===== src/rtl/sha_mem_arbiter.sv =====
// sha_mem_arbiter: shares the SoC RAM native port between the core (master 0)
// and the SHA-256 DMA (master 1). Round-robin on ties, with a bounded locked
// tenure for accelerator bursts.
// Optional build macro ARB_TIMEOUT_EN: stall timeout that completes the stuck
// access with 32'hDEADBEEF and sets the sticky arb_err_o flag.
module sha_mem_arbiter #(
   parameter int unsigned ADDR_W      = 32,
   parameter int unsigned DATA_W      = 32,
   parameter int unsigned MAX_HOLD    = 16,
   parameter int unsigned TIMEOUT_CYC = 255
) (
   input  logic                clk,
   input  logic                rst,
   input  logic                m0_valid_i,
   input  logic [ADDR_W-1:0]   m0_addr_i,
   input  logic [DATA_W-1:0]   m0_wdata_i,
   input  logic [DATA_W/8-1:0] m0_wstrb_i,
   output logic                m0_ready_o,
   output logic [DATA_W-1:0]   m0_rdata_o,
   input  logic                m1_valid_i,
   input  logic [ADDR_W-1:0]   m1_addr_i,
   input  logic [DATA_W-1:0]   m1_wdata_i,
   input  logic [DATA_W/8-1:0] m1_wstrb_i,
   input  logic                m1_lock_i,
   output logic                m1_ready_o,
   output logic [DATA_W-1:0]   m1_rdata_o,
   output logic                s_valid_o,
   output logic [ADDR_W-1:0]   s_addr_o,
   output logic [DATA_W-1:0]   s_wdata_o,
   output logic [DATA_W/8-1:0] s_wstrb_o,
   input  logic                s_ready_i,
   input  logic [DATA_W-1:0]   s_rdata_i,
   output logic [1:0]          grant_o,
   output logic                arb_err_o
);

   localparam int unsigned HOLD_W = $clog2(MAX_HOLD);
   localparam logic [HOLD_W-1:0] HOLD_LAST = HOLD_W'(MAX_HOLD - 1);

   typedef enum logic [1:0] {
      ST_IDLE  = 2'd0,
      ST_BUSY0 = 2'd1,
      ST_BUSY1 = 2'd2
   } state_e;

   state_e            state_q, state_d;
   logic              last_q, last_d;      // 1: accelerator was served last
   logic [HOLD_W-1:0] hold_q, hold_d;
   logic [1:0]        grant_q, grant_d;
   logic              keep_c;

`ifdef ARB_TIMEOUT_EN
   localparam int unsigned WAIT_W = $clog2(TIMEOUT_CYC + 1);
   logic [WAIT_W-1:0] wait_q, wait_d;
   logic              err_q, err_d;
   logic              timeout_c;
`endif

   // State, round-robin pointer, tenure counter and grant registers
   always_ff @(posedge clk) begin
      if (rst) begin
         state_q <= ST_IDLE;
         last_q  <= 1'b1;
         hold_q  <= '0;
         grant_q <= 2'b00;
`ifdef ARB_TIMEOUT_EN
         wait_q  <= '0;
         err_q   <= 1'b0;
`endif
      end else begin
         state_q <= state_d;
         last_q  <= last_d;
         hold_q  <= hold_d;
         grant_q <= grant_d;
`ifdef ARB_TIMEOUT_EN
         wait_q  <= wait_d;
         err_q   <= err_d;
`endif
      end
   end

   // Arbitration decision and routing of the owning master onto the memory port
   always_comb begin
      state_d    = state_q;
      last_d     = last_q;
      hold_d     = hold_q;
      keep_c     = 1'b0;
      s_valid_o  = 1'b0;
      s_addr_o   = '0;
      s_wdata_o  = '0;
      s_wstrb_o  = '0;
      m0_ready_o = 1'b0;
      m1_ready_o = 1'b0;
      m0_rdata_o = s_rdata_i;
      m1_rdata_o = s_rdata_i;
`ifdef ARB_TIMEOUT_EN
      timeout_c  = (state_q != ST_IDLE) && (wait_q == WAIT_W'(TIMEOUT_CYC));
      err_d      = err_q;
      wait_d     = wait_q;
`endif

      unique case (state_q)
         ST_IDLE: begin
            hold_d = '0;
            if (m0_valid_i && (!m1_valid_i || last_q)) begin
               state_d = ST_BUSY0;
            end else if (m1_valid_i) begin
               state_d = ST_BUSY1;
            end
         end
         ST_BUSY0: begin
            s_valid_o  = m0_valid_i;
            s_addr_o   = m0_addr_i;
            s_wdata_o  = m0_wdata_i;
            s_wstrb_o  = m0_wstrb_i;
            m0_ready_o = s_valid_o & s_ready_i;
            if (m0_ready_o) begin
               last_d  = 1'b0;
               state_d = ST_IDLE;
            end else if (!m0_valid_i) begin
               state_d = ST_IDLE;
            end
         end
         ST_BUSY1: begin
            s_valid_o  = m1_valid_i;
            s_addr_o   = m1_addr_i;
            s_wdata_o  = m1_wdata_i;
            s_wstrb_o  = m1_wstrb_i;
            m1_ready_o = s_valid_o & s_ready_i;
            keep_c     = m1_lock_i && (hold_q < HOLD_LAST);
            if (hold_q < HOLD_LAST) begin
               hold_d = hold_q + HOLD_W'(1);
            end
            if (m1_ready_o) begin
               last_d = 1'b1;
            end
            if (m1_ready_o || !m1_valid_i) begin
               state_d = keep_c ? ST_BUSY1 : ST_IDLE;
            end
         end
         default: begin
            state_d = ST_IDLE;
         end
      endcase

`ifdef ARB_TIMEOUT_EN
      // A stuck access is completed locally with a poison word
      if (timeout_c) begin
         s_valid_o  = 1'b0;
         m0_ready_o = (state_q == ST_BUSY0);
         m1_ready_o = (state_q == ST_BUSY1);
         m0_rdata_o = DATA_W'(32'hDEADBEEF);
         m1_rdata_o = DATA_W'(32'hDEADBEEF);
         last_d     = (state_q == ST_BUSY1);
         state_d    = ST_IDLE;
         err_d      = 1'b1;
      end
      if (timeout_c || (state_q == ST_IDLE) || (state_d != state_q) ||
          (s_valid_o && s_ready_i)) begin
         wait_d = '0;
      end else if (s_valid_o) begin
         wait_d = wait_q + WAIT_W'(1);
      end
`endif

      unique case (state_d)
         ST_BUSY0: grant_d = 2'b01;
         ST_BUSY1: grant_d = 2'b10;
         default:  grant_d = 2'b00;
      endcase
   end

   assign grant_o = grant_q;

`ifdef ARB_TIMEOUT_EN
   assign arb_err_o = err_q;
`else
   assign arb_err_o = 1'b0;
`endif

endmodule


===== config.mk =====
export PLATFORM = sky130hd
export DESIGN_NAME = sha_mem_arbiter
export DESIGN_NICKNAME = d
export VERILOG_FILES = /design/src/rtl/sha_mem_arbiter.sv
export SDC_FILE = /design/constraint.sdc
export NUM_CORES = 1
export LEC_CHECK = 0
export ABC_CLOCK_PERIOD_IN_PS = 2350
export BUFFER_PORTS_ARGS = -buffer_cell sky130_fd_sc_hd__buf_2
export CORE_AREA = 2 2 121 123
export CTS_CLUSTER_DIAMETER = 30
export CTS_CLUSTER_SIZE = 30
export DETAILED_ROUTE_END_ITERATION = 8
export DIE_AREA = 0 0 123 125
export SYNTH_ARGS = -nofsm -noshare
export SYNTH_HDL_FRONTEND = slang
export SYNTH_SLANG_ARGS = --single-unit

===== constraint.sdc =====
create_clock -name clk -period 2.35 [get_ports clk]
set_input_delay 0.3525 -clock clk [delete_from_list [all_inputs] [get_ports clk]]
set_output_delay 0.3525 -clock clk [all_outputs]
set_load 0.05 [all_outputs]

==> key figures <==
Clocking
  • Max Root-Sink Buffers: 2
  • CTS Root Cell: clkbuf_16
  • CTS Buf Count: 3
  • Worst skew pair latency: 0.23 ns
  • H-tree depth: 1
  • Hold_buf cts: 0
  • CTS Sinks: 9
  • Clock Pin Slew Worst Setup and Hold Paths: 0.04 ns
  • Post-CTS setup buffers: 0
  • CTS tree: done
  • Post-CTS sizing: 0

Power
  • Clock share of power: 19.1%
  • Power Dens Cells: 518 nW/µm²
  • Sequential share of power: 11.3%
  • Combinational power share: 69.5%
  • Power Internal: 785 µW
  • Switching pwr: 772 µW
  • Sw Share: 49.6%
  • Leakage Power: 0.00145 µW
  • VDD IR max: 347 µV

Drt
  • DRC: 0
  • Final wirelength: 8470 µm
  • Drt pass-1 iters: 4
  • Routed vias/inst: 4.15
  • Final ANT Viol Nets: 0
  • DR vias: 2505
  • 1st-iter DRT viols: 132
  • WL/cell: 14.0 µm

Synthesis
  • Top post-synthesis cells by count: 69 x nor2b_1, 68 x a22oi_1, 65 x buf_4
  • Most numerous cell in the Yosys netlist: nor2b_1
  • Synth Flop Type: dfxtp_1
  • Multiplexer area fraction after synthesis: 0.714%
  • Synth Area in Compound Gates: 29.6%
  • Adder-cell area share of the yosys netlist: 2.97%
  • Syn_area_per_cell: 7.41 µm²
  • Sequential fraction of the synthesis area: 8.57%
  • Synth cell types: 34
  • Post-Syn Area: 2100 µm²
  • Main combinational cell family by area after synthesis: buffers and inverters
  • Post-Synth Simple-Gate Area: 27.0%
  • FF+latch count, synth: 9
  • Synth warnings: 0
  • Top cell type's share of synthesized area: 24.3%
  • Synth area leader: a22oi_1
  • Syn nets: 463
  • Post-synth EDFFs: 0
  • Synth Area in XOR/XNOR: 0%
  • Synth top area cells: a22oi_1 24%, buf_4 23%, nor2b_1 21%, dfxtp_1 8.6%, buf_6 3.2%
  • Async SR Flop Fraction: 0%
  • Cell count after synthesis: 284

Critical path
  • CP cell instances: inv_1, ha_2, buf_4, nor2b_1, buf_2
  • Type of element capturing the critical path: output port
  • CP Buf/Inv Count: 3
  • Kind of critical path: reg2out
  • Worst Path Arrival: 1.83 ns
  • Req. time, crit path: 2.00 ns
  • CP max FO: 33
  • Critical path's slowest cell: dfxtp_1
  • Max incr delay on CP: 0.40 ns
  • Setup crit start kind: register
  • CP top delay family: buffers and inverters

Run
  • Max Cap Viol: 0

Cells and area
  • N_diodes: 0
  • Filler cells: 1580
  • Fin util: 21.2%
  • Layout area overhead: 42.8%
  • Fin nets: 599
  • Layout cell share with drive strength beyond 1: 55.8%

Timing
  • Endpoints failing setup: 0
  • Final setup TNS: 0 ns
  • Period utilisation layout: 93.0%
  • RSZ-0062 raised after global routing: no
  • Layout Skew: 0.000500 ns
  • Tmin final: 2.19 ns
  • Pins Over Slew Limit: 0
  • Max Clk Rate: 457 MHz
  • Final hold violations: 0

Die
  • Num rows: 44
  • Core ar.: 14200 µm²
  • Starting density of the core: 14.8%
  • Die width: 123 µm
  • IO Count: 312
  • Die Ht: 125 µm
  • Die area: 15400 µm²

Placed design
  • GP Congestion: 0.760
  • Port bufs: 214
  • Post-DP HPWL: 6990 µm

Global routing
  • Vias in the first global route: 2262
  • First-pass GRT wire length: 11300 µm
  • Initial antenna violation count: 0
  • Tot GR Track Use: 9.20%
  • Gr ovfl total: 0
  • Largest net degree at the start of global routing: 57

Outcome
  • Status: finished clean

Min path
  • Hold WC Path Type: in2reg
==> layout by cell type, fill, tap and decap left out, types with 3 or more instances in the layout <==
cell type,synthesis,final
clkbuf_16,0,3
a22oi_1,68,68
nor2_1,6,6
inv_1,3,3
dfxtp_1,9,9
nor2b_1,69,69
buf_2,10,209
nor3_1,3,3
nand2b_1,3,3
ha_2,0,3
buf_4,65,3
buf_12,0,7
==> flip-flops by register name, summed over array words and instances, names as in the netlist <==
register / cells
state_q: 2
hold_q: 4
last_q: 1
grant_o: 2
==> metal layers <==
metal / track usage, % / part of all wire (%) / vias to the layer above / wire [µm]
li1: - / - / 1205 / -
met1: 10.6 / 38 / 1123 / 3190
met2: 17.5 / 50 / 157 / 4200
met4: 2.34 / 1.7 / 0 / 144
met3: 1.23 / 11 / 20 / 942
met5: 0 / 0 / - / 0
==> power by group through the flow <==
stage / Clock (µW) / Combinational, µW / Sequential, µW
3_3_place_gp: 0 / 1100 / 179
2_1_floorplan: 0 / 1040 / 192
5_1_grt: 306 / 1160 / 178
3_5_place_dp: 0 / 1090 / 179
6_report: 298 / 1080 / 177
4_1_cts: 300 / 1100 / 177
==> kinds of logic (layout without fill, tap and decap cells) <==
kind of cell | Yosys count | after routing
and+or+nand+nor | 94 | 94
buffers and inverters | 93 | 228
AOI/OAI and AO/OA | 81 | 81
DFF | 9 | 9
adders and majority gates | 5 | 5
other | 1 | 1
muxes | 1 | 1
==> worst paths after layout <==
path	endpoint	startpoint	depth (start not counted)	slack [ns]
min	hold_q[0]	rst	2	0.37
min reg2reg	last_q	last_q	2	0.56
max reg2reg	grant_o[1]	state_q[0]	7	0.74
max	s_wdata_o[0]	state_q[0]	5	0.16
==> final cells by class <==
class	count	area [µm²]	area share, %
inverter	4	15.0	0.500
clock buffer	4	78.8	2.62
multi-input combinational	182	1280	42.6
tap	184	230	7.66
sequential	9	180	6.00
timing repair buffer	220	1220	40.6
==> metrics by stage <==
| step | instances | area [µm²] | setup WS (ns) | hold WS, ns | power [µW] |
|---|---|---|---|---|---|
| 3_5_place_dp | 599 | 2920 | 0.329 | 0.547 | 1270 |
| 5_1_grt | 603 | 3000 | 0.0242 | 0.383 | 1640 |
| 6_report | 603 | 3000 | 0.164 | 0.368 | 1560 |
| 3_3_place_gp | 599 | 2920 | 0.298 | 0.546 | 1270 |
| 4_1_cts | 603 | 3000 | 0.0695 | 0.370 | 1570 |
| 2_1_floorplan | 284 | 2100 | 0.0978 | 0.424 | 1230 |
Note: power is estimated with default switching activity, not from simulation.
